File: config.mk
export PLATFORM = sky130hd
export DESIGN_NAME = mult_div_unit
export DESIGN_NICKNAME = d
export VERILOG_FILES = /design/src/rtl/mult_div_unit.sv
export SDC_FILE = /design/constraint.sdc
export NUM_CORES = 1
export LEC_CHECK = 0
export ABC_AREA = 1
export ABC_CLOCK_PERIOD_IN_PS = 6500
export BUFFER_PORTS_ARGS = -buffer_cell sky130_fd_sc_hd__buf_4
export CORE_AREA = 4 4 242 268
export DETAILED_ROUTE_END_ITERATION = 7
export DIE_AREA = 0 0 246 272
export SLEW_MARGIN = 0
export SYNTH_ARGS = -nofsm -noshare
export SYNTH_HDL_FRONTEND = slang
export SYNTH_SLANG_ARGS = --single-unit
export TNS_END_PERCENT = 20
File: constraint.sdc
create_clock -name clk -period 6.5 [get_ports clk]
set_clock_uncertainty 0.2 [all_clocks]
set_input_delay 1.95 -clock clk [delete_from_list [all_inputs] [get_ports clk]]
set_output_delay 1.95 -clock clk [all_outputs]
set_load 0.02 [all_outputs]
File: src/rtl/mult_div_unit.sv
// mult_div_unit: iterative 32-bit MULT/MULTU/DIV/DIVU engine that owns HI/LO.
// One shift-add (multiply) or restoring-subtract (divide) step per clock,
// 32 steps per operation.
// Optional MTHI/MTLO write port: define MD_HILO_WRITE_EN.
//
// state | meaning
// IDLE  | waiting for start; HI/LO hold; optional write port is live
// RUN   | one multiply/divide step per edge, count 0..31
// DONE  | one-cycle done pulse; HI/LO hold the result
module mult_div_unit (
   input  logic        clk,
   input  logic        rst,
   input  logic        start,
   input  logic [1:0]  MD_Control,
   input  logic [31:0] InA,
   input  logic [31:0] InB,
`ifdef MD_HILO_WRITE_EN
   input  logic        hilo_we,
   input  logic        hilo_sel,
   input  logic [31:0] hilo_wdata,
`endif
   output logic        busy,
   output logic        done,
   output logic        div_by_zero,
   output logic [31:0] HI,
   output logic [31:0] LO
);

   typedef enum logic [1:0] {S_IDLE = 2'd0, S_RUN = 2'd1, S_DONE = 2'd2} state_t;

   state_t      state_q, state_d;
   logic [4:0]  count_q;
   logic        is_div_q;
   logic        neg_res_q;   // product / quotient must be negated
   logic        neg_rem_q;   // remainder must be negated (dividend was negative)
   logic [31:0] opnd_q;      // multiplicand or divisor magnitude
   logic [63:0] acc_q;       // {partial product | remainder, multiplier | dividend->quotient}
   logic [31:0] hi_q, lo_q;
   logic        dbz_q;

   logic        accept, div_zero, signed_op;
   logic [31:0] a_mag, b_mag;
   logic [32:0] mul_sum;
   logic [32:0] div_shift, div_diff;
   logic        div_ge;
   logic        unused_div_msb;
   logic [63:0] step;
   logic [63:0] mul_res;
   logic [31:0] quo_res, rem_res;
   logic [31:0] res_hi, res_lo;

   assign signed_op = MD_Control[0];
   assign a_mag     = (signed_op && InA[31]) ? (32'd0 - InA) : InA;
   assign b_mag     = (signed_op && InB[31]) ? (32'd0 - InB) : InB;
   assign accept    = (state_q == S_IDLE) && start;
   assign div_zero  = MD_Control[1] && (InB == 32'd0);

   // One engine step: shift-add for multiply, restoring subtract for divide.
   always_comb begin
      mul_sum        = {1'b0, acc_q[63:32]} + (acc_q[0] ? {1'b0, opnd_q} : 33'd0);
      div_shift      = {acc_q[63:32], acc_q[31]};
      div_diff       = div_shift - {1'b0, opnd_q};
      div_ge         = (div_shift >= {1'b0, opnd_q});
      unused_div_msb = div_diff[32];
      if (is_div_q)
         step = {(div_ge ? div_diff[31:0] : div_shift[31:0]), acc_q[30:0], div_ge};
      else
         step = {mul_sum, acc_q[31:1]};
   end

   // Sign fix-up of the final step before it is written to HI/LO.
   always_comb begin
      mul_res = neg_res_q ? (64'd0 - step) : step;
      quo_res = neg_res_q ? (32'd0 - step[31:0]) : step[31:0];
      rem_res = neg_rem_q ? (32'd0 - step[63:32]) : step[63:32];
      res_hi  = is_div_q ? rem_res : mul_res[63:32];
      res_lo  = is_div_q ? quo_res : mul_res[31:0];
   end

   // State register.
   always_ff @(posedge clk) begin
      if (rst) state_q <= S_IDLE;
      else     state_q <= state_d;
   end

   // Next-state logic; a divide by zero skips RUN entirely.
   always_comb begin
      state_d = state_q;
      case (state_q)
         S_IDLE:  if (start) state_d = div_zero ? S_DONE : S_RUN;
         S_RUN:   if (count_q == 5'd31) state_d = S_DONE;
         S_DONE:  state_d = S_IDLE;
         default: state_d = S_IDLE;
      endcase
   end

   // Outputs; busy also covers the accepting cycle so the pipeline stalls at once.
   always_comb begin
      busy = (state_q == S_RUN) || (accept && !div_zero);
      done = (state_q == S_DONE);
   end

   // Operand latch, iteration and HI/LO update.
   always_ff @(posedge clk) begin
      if (rst) begin
         count_q   <= 5'd0;
         is_div_q  <= 1'b0;
         neg_res_q <= 1'b0;
         neg_rem_q <= 1'b0;
         opnd_q    <= 32'd0;
         acc_q     <= 64'd0;
         hi_q      <= 32'd0;
         lo_q      <= 32'd0;
         dbz_q     <= 1'b0;
      end else begin
         case (state_q)
            S_IDLE: begin
`ifdef MD_HILO_WRITE_EN
               if (hilo_we) begin
                  if (hilo_sel) hi_q <= hilo_wdata;
                  else          lo_q <= hilo_wdata;
               end
`endif
               if (start) begin
                  count_q   <= 5'd0;
                  is_div_q  <= MD_Control[1];
                  neg_res_q <= signed_op && (InA[31] ^ InB[31]);
                  neg_rem_q <= signed_op && InA[31];
                  opnd_q    <= MD_Control[1] ? b_mag : a_mag;
                  acc_q     <= {32'd0, (MD_Control[1] ? a_mag : b_mag)};
                  dbz_q     <= 1'b0;
                  // Divide by zero result overrides any same-cycle register write.
                  if (div_zero) begin
                     hi_q  <= InA;
                     lo_q  <= 32'hFFFF_FFFF;
                     dbz_q <= 1'b1;
                  end
               end
            end
            S_RUN: begin
               count_q <= count_q + 5'd1;
               acc_q   <= step;
               if (count_q == 5'd31) begin
                  hi_q <= res_hi;
                  lo_q <= res_lo;
               end
            end
            default: ;
         endcase
      end
   end

   assign div_by_zero = dbz_q;
   assign HI          = hi_q;
   assign LO          = lo_q;

endmodule
==> impl_metrics.json <==
{
  "cts_root_buf": "clkbuf_16",
  "dieArea_um2": 66910,
  "critPathArrivalTime_ps": 3960,
  "cts-resized-gates": 0,
  "final_hold_viol_count": 0,
  "reg2reg_depth": 27,
  "port_buffers": 135,
  "whs_endpoint": "HI[22]",
  "drive_above_1_share_pct": 9.324,
  "antenna_found_initial": 0,
  "antenna-diode-count": 0,
  "viasPerCell": 5.097,
  "grt_max_degree": 77,
  "synth_top_area_share_pct": 20.65,
  "drv_cap": 0,
  "layout_setup_ws_ps": 389.1,
  "synth_top_family_by_area": "simple AND/OR/NAND/NOR gates",
  "status": "complete, no violations",
  "hp-class": "flip-flop to flip-flop",
  "synth_common_cells": "nand2_1, inv_1, nor2_1",
  "syn_inst": 3073,
  "grt_pass1_vias": 18940,
  "ir_drop_mv": 0.2204,
  "core_um2": 62100,
  "async_reset_ff_share_pct": 0,
  "holdPathStages": 2,
  "synthesis.area_um2": 17240,
  "power_frac_seq_pct": 29.4,
  "stdcell_count": 3986,
  "place_inst": 3954,
  "cts_buffer_depth": 2,
  "worst_slew_pin_slew_ps": 1035,
  "yosys.area_share.simple_pct": 39.24,
  "synth_edf_count": 0,
  "synthMuxAreaShare_pct": 0,
  "r2r-start": "opnd_q[22]",
  "die_h_um": 272,
  "globalRouteTotalUtil_pct": 22.65,
  "post_drt_wl_per_cell_um": 19.61,
  "cp-start-kind": "input pin",
  "cts.sinks": 171,
  "route.vias.total": 20320,
  "power_per_cell_area_nw_per_um2": 209.5,
  "p_int_mw": 2.213,
  "ys.flop_type": "dfxtp_1",
  "gp_congestion": 0.9920,
  "fmaxAchievable_mhz": 163.6,
  "cts_hold_buf": 0,
  "power_switching_mw": 1.892,
  "end_kind": "output pin",
  "final_nets": 3281,
  "dieWidth_um": 246,
  "ys_top_cells_by_area": "nand2_1, dfxtp_1, inv_1",
  "io_pins": 136,
  "pwr-share-comb_pct": 44.5,
  "min_from": "HI[22]",
  "synth-compound-area-share_pct": 18.05,
  "placed_area_um2": 19010,
  "dr.pass1.iters": 6,
  "p_sw_share_pct": 46.10,
  "clkTransAtPathRegs_ps": 70,
  "drv_slew": 0,
  "required_ps": 4350,
  "postCtsSetupBuffers": 0,
  "postSynthNetCount": 3214,
  "hold-worst-slack_ps": 271.1,
  "slew_headroom_pct": 30.24,
  "yosys.area.top_type": "nand2_1",
  "drcViolationCount": 0,
  "post-route-period-util_pct": 94.01,
  "grt_pass1_wl_um": 115400,
  "worstPathMaxFanout": 3,
  "finalCriticalPeriod_ps": 6111,
  "h-tree-depth": 4,
  "regToRegEndpoint": "HI[10]",
  "power.leakage_nw": 9.869,
  "finalWirelength_um": 78170,
  "pre_cts_ws_ps": 393.2,
  "drtIter0Drc": 1963,
  "setup_viol": 0,
  "hpwl_um": 62460,
  "ys_seq_elements": 171,
  "synth.distinct_cells": 59,
  "final_area_um2": 19600,
  "tns_ps": 0,
  "cts_tree": "done",
  "worstSkewPairLatency_ps": 480,
  "rows": 96,
  "syn_avg_cell_area_um2": 5.609,
  "rsz0062_at_grt": "no",
  "yosysWarnings": 0,
  "p_clk_share_pct": 26.0,
  "cts_inserted_buffers": 17,
  "grt-ovfl-total": 0,
  "synth-adder-area-share_pct": 5.314,
  "synth_most_common_cell": "nand2_1",
  "worstSetupPathType": "input pin to output pin",
  "yosysSeqAreaShare_pct": 19.86,
  "start_util_pct": 27.75,
  "synth_xor_area_share_pct": 4.116,
  "rrSetupSlack_ps": 1280,
  "syn2layout_area_growth_pct": 13.70,
  "ant_nets": 0
}
## metrics by stage
stage | utilization [%] | power [mW]
2_1_floorplan | - | 2.431
3_3_place_gp | 30.62 | 3.012
3_5_place_dp | 30.62 | 3.016
4_1_cts | 31.56 | 4.082
5_1_grt | 31.56 | 4.332
6_report | 31.56 | 4.105
## worst max-delay path, cell delays in order
cell     delay, ps
buf_4          110
inv_1           80
ha_1           190
inv_1           50
nor4_1         320
nand3_1        190
or3_1          330
nor3_1         150
buf_4          200
nor2_1          70
inv_1           70
nand2_1         60
buf_4          200
## flip-flops by register name (all words and copies together) (netlist names)
name,cells
state_q,2
HI,32
opnd_q,32
div_by_zero,1
neg_rem_q,1
neg_res_q,1
count_q,5
acc_q,64
is_div_q,1
LO,32
## per-layer routing
| metal | part of all wire [%] | vias to the layer above | track usage (%) |
|---|---|---|---|
| met5 | 0 | - | 0 |
| met2 | 48 | 868 | 39.51 |
| met4 | 6.5 | 0 | 12.68 |
| met3 | 6.4 | 197 | 2.983 |
| met1 | 39 | 9278 | 26.69 |
| li1 | - | 9973 | - |
## cells by family (layout without fill, tap and decap cells)
kind of cell	after synthesis	after routing
adders and majority gates	72	72
DFF	171	171
buffers and inverters	595	675
and+or+nand+nor	1610	1610
xor gates and xnor gates	81	81
AOI/OAI and AO/OA	544	544
## power groups by stage
stage / Sequential (mW) / Clock (mW) / Combinational [mW]
4_1_cts: 1.20 / 1.08 / 1.80
5_1_grt: 1.21 / 1.12 / 2.00
6_report: 1.21 / 1.07 / 1.83
2_1_floorplan: 1.23 / 0 / 1.20
3_5_place_dp: 1.23 / 0 / 1.79
3_3_place_gp: 1.23 / 0 / 1.78
## layout make-up
cell class | count | area, um^2
clock inverter | 14 | 155.1
clock buffer | 18 | 429.2
tap | 833 | 1042
multi-input combinational | 2307 | 11530
timing repair buffer | 157 | 1191
inverter | 486 | 1824
fill | 7067 | 42500
sequential | 171 | 3428
## cells in the final DEF, fill, tap and decap left out, types with 28 or more instances in the layout
cell type and n:
a21oi_1 204, a31oi_1 29, buf_4 156, dfxtp_1 169
ha_1 70, inv_1 461, nand2_1 948, nand3_1 174
nand3b_1 28, nand4_1 34, nor2_1 311, nor3_1 40
o21ai_0 164, o22ai_1 28, xor2_1 64
## worst max path at each step
| stage | from | to | slack [ps] | cells after the start |
|---|---|---|---|---|
| 2_1_floorplan | InB[1] | busy | 990 | 10 |
| 3_3_place_gp | InB[0] | busy | 440 | 13 |
| 3_5_place_dp | InB[1] | busy | 390 | 13 |
| 4_1_cts | InB[0] | busy | 390 | 13 |
| 5_1_grt | InB[1] | busy | 180 | 13 |
| 6_report | InB[1] | busy | 390 | 13 |
No activity file was read; power rests on OpenSTA's default activity.
